## src/rtl/layer_compositor_if.sv

```systemverilog
// Pixel-stream bus for layer_compositor: per-layer pixels, raster timing and
// per-frame controls in, one composited pixel with matching sync out.
interface layer_compositor_if #(
  parameter int N_LAYERS = 5
);
  logic [12*N_LAYERS-1:0] layer_pix_in;
  logic [10:0]            hcount_in;
  logic [9:0]             vcount_in;
  logic                   hsync_in;
  logic                   vsync_in;
  logic                   blank_in;
  logic [N_LAYERS-1:0]    layer_en_in;
  logic                   mode_in;
  logic [2*N_LAYERS-1:0]  dim_in;
  logic [11:0]            pix_out;
  logic                   hsync_out;
  logic                   vsync_out;
  logic                   frame_start_out;

  // Streaming bus with no valid/ready: one pixel is accepted on every clk_in
  // edge, and the matching output appears a fixed number of cycles later.
  modport master (
    output layer_pix_in, hcount_in, vcount_in, hsync_in, vsync_in, blank_in,
    output layer_en_in, mode_in, dim_in,
    input  pix_out, hsync_out, vsync_out, frame_start_out
  );

  modport slave (
    input  layer_pix_in, hcount_in, vcount_in, hsync_in, vsync_in, blank_in,
    input  layer_en_in, mode_in, dim_in,
    output pix_out, hsync_out, vsync_out, frame_start_out
  );
endinterface

```

## src/rtl/layer_compositor.sv

```systemverilog
// Pipelined RGB444 layer compositor: stage-1 enable/dim, a registered binary
// reduction tree (saturating add or priority), then blanking. COMPOSITOR_DIM_EN enables dim.
module layer_compositor #(
  parameter int N_LAYERS    = 5,
  parameter bit INVERT_SYNC = 1'b1
) (
  input logic               clk_in,
  input logic               rst_in,
  layer_compositor_if.slave bus
);
  localparam int LVLS   = $clog2(N_LAYERS);
  localparam int LAT    = LVLS + 2;
  localparam int LEAVES = 1 << LVLS;
  localparam int NODES  = 2 * LEAVES - 1;

  function automatic logic [11:0] combine(input logic [11:0] a, input logic [11:0] b,
                                          input logic prio);
    logic [4:0]  s;
    logic [11:0] r;
    r = '0;
    if (prio) begin
      r = (a != 12'h000) ? a : b;
    end else begin
      for (int c = 0; c < 3; c++) begin
        s = {1'b0, a[4*c +: 4]} + {1'b0, b[4*c +: 4]};
        r[4*c +: 4] = s[4] ? 4'hF : s[3:0];
      end
    end
    return r;
  endfunction

  logic                at_origin;
  logic [N_LAYERS-1:0] en_sh;
  logic                mode_sh;
  logic [N_LAYERS-1:0] en_eff;
  logic                mode_eff;

  assign at_origin = (bus.hcount_in == 11'd0) && (bus.vcount_in == 10'd0);
  // Pixel (0,0) already uses the values being sampled in that same cycle.
  assign en_eff    = at_origin ? bus.layer_en_in : en_sh;
  assign mode_eff  = at_origin ? bus.mode_in : mode_sh;

  always_ff @(posedge clk_in or posedge rst_in) begin
    if (rst_in) begin
      en_sh   <= '1;
      mode_sh <= 1'b0;
    end else if (at_origin) begin
      en_sh   <= bus.layer_en_in;
      mode_sh <= bus.mode_in;
    end
  end

`ifdef COMPOSITOR_DIM_EN
  logic [2*N_LAYERS-1:0] dim_sh;
  logic [2*N_LAYERS-1:0] dim_eff;

  assign dim_eff = at_origin ? bus.dim_in : dim_sh;

  always_ff @(posedge clk_in or posedge rst_in) begin
    if (rst_in)         dim_sh <= '0;
    else if (at_origin) dim_sh <= bus.dim_in;
  end
`endif

  // Leaves beyond N_LAYERS stay at zero, which is neutral in both blend modes.
  logic [11:0] leaf_d [LEAVES];
  logic [11:0] pix_k;

  always_comb begin
    pix_k = '0;
    for (int k = 0; k < LEAVES; k++) leaf_d[k] = 12'h000;
    for (int k = 0; k < N_LAYERS; k++) begin
      pix_k = bus.layer_pix_in[12*k +: 12];
`ifdef COMPOSITOR_DIM_EN
      pix_k = {pix_k[11:8] >> dim_eff[2*k +: 2], pix_k[7:4] >> dim_eff[2*k +: 2],
               pix_k[3:0] >> dim_eff[2*k +: 2]};
`endif
      leaf_d[k] = en_eff[k] ? pix_k : 12'h000;
    end
  end

  // Heap-ordered tree: node i has children 2i+1 (lower layers) and 2i+2.
  // mode_q[0] travels with the leaves, mode_q[LVLS-1] with the root's inputs.
  logic [11:0]     tree_q [NODES];
  logic [LVLS-1:0] mode_q;

  always_ff @(posedge clk_in or posedge rst_in) begin
    if (rst_in) begin
      for (int i = 0; i < NODES; i++) tree_q[i] <= 12'h000;
      mode_q <= '0;
    end else begin
      for (int d = 0; d < LVLS; d++) begin
        for (int j = 0; j < (1 << d); j++) begin
          tree_q[(1 << d) - 1 + j] <= combine(tree_q[2*((1 << d) - 1 + j) + 1],
                                              tree_q[2*((1 << d) - 1 + j) + 2],
                                              mode_q[LVLS-1-d]);
        end
      end
      for (int k = 0; k < LEAVES; k++) tree_q[LEAVES-1+k] <= leaf_d[k];
      mode_q[0] <= mode_eff;
      for (int k = 1; k < LVLS; k++) mode_q[k] <= mode_q[k-1];
    end
  end

  // Side-band bits {frame_start, blank, vsync, hsync} ride alongside the tree.
  logic [3:0]  side_q [LAT-1];
  logic [11:0] pix_q;
  logic        hs_q;
  logic        vs_q;
  logic        fs_q;

  always_ff @(posedge clk_in or posedge rst_in) begin
    if (rst_in) begin
      for (int i = 0; i < LAT-1; i++) side_q[i] <= 4'h0;
      pix_q <= 12'h000;
      hs_q  <= 1'b0;
      vs_q  <= 1'b0;
      fs_q  <= 1'b0;
    end else begin
      side_q[0] <= {at_origin, bus.blank_in, bus.vsync_in, bus.hsync_in};
      for (int i = 1; i < LAT-1; i++) side_q[i] <= side_q[i-1];
      pix_q <= side_q[LAT-2][2] ? 12'h000 : tree_q[0];
      hs_q  <= side_q[LAT-2][0] ^ INVERT_SYNC;
      vs_q  <= side_q[LAT-2][1] ^ INVERT_SYNC;
      fs_q  <= side_q[LAT-2][3];
    end
  end

  assign bus.pix_out         = pix_q;
  assign bus.hsync_out       = hs_q;
  assign bus.vsync_out       = vs_q;
  assign bus.frame_start_out = fs_q;
endmodule

```

## src/flat_wrapper.sv

```systemverilog
// flat-port wrapper written by rule: the top's interface ports become plain ports
module layer_compositor_flat 
#(
  parameter int N_LAYERS    = 5,
  parameter bit INVERT_SYNC = 1'b1
)
  (clk_in, rst_in, bus_layer_pix_in, bus_hcount_in, bus_vcount_in, bus_hsync_in, bus_vsync_in, bus_blank_in, bus_layer_en_in, bus_mode_in, bus_dim_in, bus_pix_out, bus_hsync_out, bus_vsync_out, bus_frame_start_out);
  layer_compositor_if #(.N_LAYERS(N_LAYERS)) bus_i ();
  input logic clk_in;
  input logic rst_in;
  input wire logic [$bits(bus_i.layer_pix_in)-1:0] bus_layer_pix_in;
  input wire logic [$bits(bus_i.hcount_in)-1:0] bus_hcount_in;
  input wire logic [$bits(bus_i.vcount_in)-1:0] bus_vcount_in;
  input wire logic [$bits(bus_i.hsync_in)-1:0] bus_hsync_in;
  input wire logic [$bits(bus_i.vsync_in)-1:0] bus_vsync_in;
  input wire logic [$bits(bus_i.blank_in)-1:0] bus_blank_in;
  input wire logic [$bits(bus_i.layer_en_in)-1:0] bus_layer_en_in;
  input wire logic [$bits(bus_i.mode_in)-1:0] bus_mode_in;
  input wire logic [$bits(bus_i.dim_in)-1:0] bus_dim_in;
  output wire logic [$bits(bus_i.pix_out)-1:0] bus_pix_out;
  output wire logic [$bits(bus_i.hsync_out)-1:0] bus_hsync_out;
  output wire logic [$bits(bus_i.vsync_out)-1:0] bus_vsync_out;
  output wire logic [$bits(bus_i.frame_start_out)-1:0] bus_frame_start_out;
  assign bus_i.layer_pix_in = bus_layer_pix_in;
  assign bus_i.hcount_in = bus_hcount_in;
  assign bus_i.vcount_in = bus_vcount_in;
  assign bus_i.hsync_in = bus_hsync_in;
  assign bus_i.vsync_in = bus_vsync_in;
  assign bus_i.blank_in = bus_blank_in;
  assign bus_i.layer_en_in = bus_layer_en_in;
  assign bus_i.mode_in = bus_mode_in;
  assign bus_i.dim_in = bus_dim_in;
  assign bus_pix_out = bus_i.pix_out;
  assign bus_hsync_out = bus_i.hsync_out;
  assign bus_vsync_out = bus_i.vsync_out;
  assign bus_frame_start_out = bus_i.frame_start_out;
  layer_compositor #(.N_LAYERS(N_LAYERS), .INVERT_SYNC(INVERT_SYNC)) u_core (.clk_in(clk_in), .rst_in(rst_in), .bus(bus_i));
endmodule
```

## config.mk

```make
export PLATFORM = sky130hd
export DESIGN_NAME = layer_compositor_flat
export DESIGN_NICKNAME = d
export VERILOG_FILES = /design/src/rtl/layer_compositor_if.sv /design/src/rtl/layer_compositor.sv /design/src/flat_wrapper.sv
export SDC_FILE = /design/constraint.sdc
export NUM_CORES = 1
export LEC_CHECK = 0
export CAP_MARGIN = 20
export CORE_MARGIN = 5
export CORE_UTILIZATION = 40
export CTS_CLUSTER_DIAMETER = 120
export DETAILED_ROUTE_END_ITERATION = 10
export MAX_ROUTING_LAYER = met4
export SETUP_SLACK_MARGIN = 0.05
export SLEW_MARGIN = 40
export SYNTH_ARGS = -nofsm -noshare
export SYNTH_HDL_FRONTEND = slang
export SYNTH_SLANG_ARGS = --single-unit
```

## constraint.sdc

```tcl
create_clock -name clk_in -period 6.8 [get_ports clk_in]
set_input_delay 1.02 -clock clk_in [delete_from_list [all_inputs] [get_ports clk_in]]
set_output_delay 1.02 -clock clk_in [all_outputs]
set_load 0.02 [all_outputs]
```

==> metrics.csv <==
stage;metric;value;unit
cts;# hold bufs at CTS;0;
cts;Sink Count;171;
floorplan;core area;20300;µm²
cts;clk_lat worst skew;430;ps
finish;Final #Nets;1025;
min_path;HP Class;flop to flop;
power_and_ir_drop;Max IR drop VDD;0.1294;mV
critical_path;Crit Reg-Reg Startpoint;u_core.tree_q[164]$_DFF_PP0_;
run_status;status;complete, no violations;
finish;share of layout cells above drive strength 1;4.566;%
critical_path;Worst Setup Path Type;input port to flop;
power_and_ir_drop;Leak;4.441;nW
global_routing;GRT Total Usage;13.98;%
critical_path;Critical Path Start Type;input port;
finish;commonest non-fill, non-tap cell in the layout;dfrtp_1;
logic_synthesis;asr flop ratio synth;100.0;%
timing;Final setup viols;0;
detailed_routing;DR WL/cell;13.59;µm
global_routing;initial antenna violation count;0;
power_and_ir_drop;Switching Fraction;21.46;%
power_and_ir_drop;Sw Pwr;0.0004377;W
cts;post-CTS sizing;0;
global_routing;vias in the first global route;5540;
logic_synthesis;synth unique cells;25;
logic_synthesis;Adder-Cell Fraction of Synth Area;10.14;%
power_and_ir_drop;clock network fraction of total power;45.3;%
floorplan;die area;23720;µm²
job;max_cap viols;0;
critical_path;Arr. time, crit path;3260;ps
cts;CTS tree;done;
logic_synthesis;largest family of logic cells by synthesized area;simple AND/OR/NAND/NOR gates;
logic_synthesis;Synthesized Nets;948;
detailed_routing;DRC;0;
logic_synthesis;mux contribution to synthesized area;9.021;%
power_and_ir_drop;sequential share of power;50.2;%
floorplan;Starting Density;40.86;%
timing;setup TNS;0;ps
critical_path;CP startpoint;bus_vcount_in[3];
finish;antenna diode count;0;
floorplan;Die Y;154;µm
critical_path;Worst R2R Path Depth;7;
critical_path;Critical R2R Capture;u_core.tree_q[176]$_DFF_PP0_;
timing;clock period minus worst slack;2960;ps
critical_path;crit end category;flop;
cts;Clock Path Buffers;2;
cts;cts bufs inserted;17;
cts;H-tree levels;4;
cts;clock-pin slew on the worst setup and hold paths;60;ps
global_routing;first-pass GRT wire length;26370;µm
power_and_ir_drop;Logic pwr share;4.6;%
power_and_ir_drop;Pwr Density;202.6;nW/µm²
detailed_routing;Iter 0 DRT Violations;245;
timing;Worst Max-Slew Pin Slew;760.9;ps
logic_synthesis;Cell Area, Synth;8294;µm²
place;HPWL after DPL;11390;µm
detailed_routing;total number of vias;5492;
timing;Final Hold Viols;0;
power_and_ir_drop;Total Power;0.002040;W
floorplan;die width;154;µm
floorplan;Boundary Pins;117;
timing;skew final;14.29;ps
logic_synthesis;simple-gate area share of the yosys netlist;14.59;%
timing;period utilisation layout;43.53;%
power_and_ir_drop;internal power;0.001602;W
cts;Root Driver;clkbuf_16;
detailed_routing;first-pass iteration count of the detailed router;4;
timing;Relative slew margins;49.27;%
place;PortBufs;106;
logic_synthesis;post-synthesis compound-gate area fraction;7.784;%
critical_path;Worst Path Required;7100;ps
cts;setup bufs post-CTS;0;
critical_path;Reg2Reg Setup Slack;5020;ps
detailed_routing;routed wire length;15570;µm
logic_synthesis;Post-Syn Instances;786;
detailed_routing;vias per cell;4.792;
finish;Area Growth Syn to Fin;21.41;%
critical_path;last element of the critical path;u_core.mode_q[0]$_DFFE_PP0N_;
timing;Max Freq;337.9;MHz
global_routing;grt ovf;0;
logic_synthesis;YS warnings;0;
logic_synthesis;Post-Synth XOR/XNOR Area;1.690;%
critical_path;crit-path max FO;67;
place;GPL Wtd Cong;0.8539;
logic_synthesis;Primary FF master, synth;dfrtp_1;
logic_synthesis;post-synthesis sequential area ratio;51.67;%
floorplan;row count;52;
detailed_routing;Post-DRT Antenna Nets;0;
global_routing;largest net degree at the start of global routing;119;
timing;unrepaired setup endpoints after global routing;false;
timing;final slew viol count;0;
finish;most frequent cells in the layout;166 x dfrtp_1, 140 x nand2_1, 106 x clkdlybuf4s50_1;
logic_synthesis;Syn Area/Cell;10.55;µm²
logic_synthesis;register bit total from synthesis;171;
logic_synthesis;EDFF count, synth;0;
-- logic make-up after synthesis --
| family | Yosys count |
|---|---|
| xor gates and xnor gates | 16 |
| buffers and inverters | 102 |
| and+or+nand+nor | 251 |
| muxes | 74 |
| AOI/OAI and AO/OA | 112 |
| adders and majority gates | 60 |
| DFF | 171 |
-- layer usage --
metal / up-vias / GRT usage (%) / part of all wire [%]
met1: 2600 / 18.57 / 47
met4: 0 / 5.425 / 1.3
li1: 2757 / - / -
met3: 15 / 2.698 / 4.1
met2: 120 / 21.30 / 48
met5: - / - / 0
-- cell usage after synthesis, types with 15 or more instances --
| cell | n | area share [%] |
|---|---|---|
| nor2b_1 | 32 | 2.4 |
| xor2_1 | 16 | 1.7 |
| clkbuf_1 | 43 | 1.9 |
| ha_1 | 48 | 7.2 |
| inv_1 | 51 | 2.3 |
| mux2i_1 | 68 | 8.2 |
| nor4_1 | 15 | 1.1 |
| a21oi_1 | 84 | 5.1 |
| nor3_1 | 21 | 1.3 |
| nand2_1 | 140 | 6.3 |
| dfrtp_1 | 166 | 50 |
| nand2b_1 | 36 | 2.7 |
-- registers in the layout, summed over array words and instances, names as in the netlist, named ones only --
name,flops
u_core.bus.frame_start_out,1
u_core.bus.hsync_out,1
u_core.bus.pix_out,12
u_core.bus.vsync_out,1
u_core.mode_q,3
u_core.side_q,16
u_core.tree_q,132
-- critical path: stages --
cell	delay (ps)
clkdlybuf4s50_1	390
or4_1	570
nor4_4	240
buf_6	620
mux2_1	380
-- stage by stage --
| step | instances | instance area (µm²) | worst slack [ps] | hold WS [ps] | utilization (%) |
|---|---|---|---|---|---|
| 5_1_grt | 1146 | 10070 | 3736 | 349.3 | 49.61 |
| 2_1_floorplan | 786 | 8294 | 1156 | 331.2 | - |
| 3_5_place_dp | 1114 | 9494 | 3403 | 334.7 | 46.77 |
| 3_3_place_gp | 1114 | 9488 | 3214 | 331.6 | 46.74 |
| 4_1_cts | 1146 | 10060 | 3853 | 347.3 | 49.58 |
| 6_report | 1146 | 10070 | 3840 | 339.2 | 49.61 |
-- power groups by stage --
stage | Combinational [W] | Clock, W | Sequential, W
2_1_floorplan | 0.0000279 | 0 | 0.00104
3_3_place_gp | 0.0000946 | 0 | 0.00104
3_5_place_dp | 0.0000961 | 0 | 0.00104
4_1_cts | 0.0000963 | 0.000951 | 0.00102
5_1_grt | 0.000105 | 0.000999 | 0.00102
6_report | 0.0000933 | 0.000923 | 0.00102
-- worst min path at each step --
stage / startpoint / slack, ps / end / cells after the start
final: u_core.tree_q[36]$_DFF_PP0_ / 340 / u_core.tree_q[108]$_DFF_PP0_ / 0
after global routing: u_core.tree_q[46]$_DFF_PP0_ / 350 / u_core.tree_q[118]$_DFF_PP0_ / 0
after CTS: u_core.tree_q[36]$_DFF_PP0_ / 350 / u_core.tree_q[108]$_DFF_PP0_ / 0
after detailed placement: u_core.side_q[9]$_DFF_PP0_ / 330 / u_core.side_q[5]$_DFF_PP0_ / 0
after global placement: u_core.tree_q[45]$_DFF_PP0_ / 330 / u_core.tree_q[117]$_DFF_PP0_ / 0
after floorplan: u_core.side_q[3]$_DFF_PP0_ / 330 / u_core.bus.frame_start_out$_DFF_PP0_ / 0
-- area by class of cell --
class / count / area, µm²
Fill cell: 1847 / 10230
Tap cell: 270 / 337.8
Timing Repair Buffer: 109 / 1087
Sequential cell: 171 / 4285
Multi-Input combinational cell: 513 / 3585
Clock buffer: 21 / 460.4
Clock inverter: 11 / 110.1
Inverter: 51 / 203.9
Note: power is estimated with default switching activity, not from simulation.
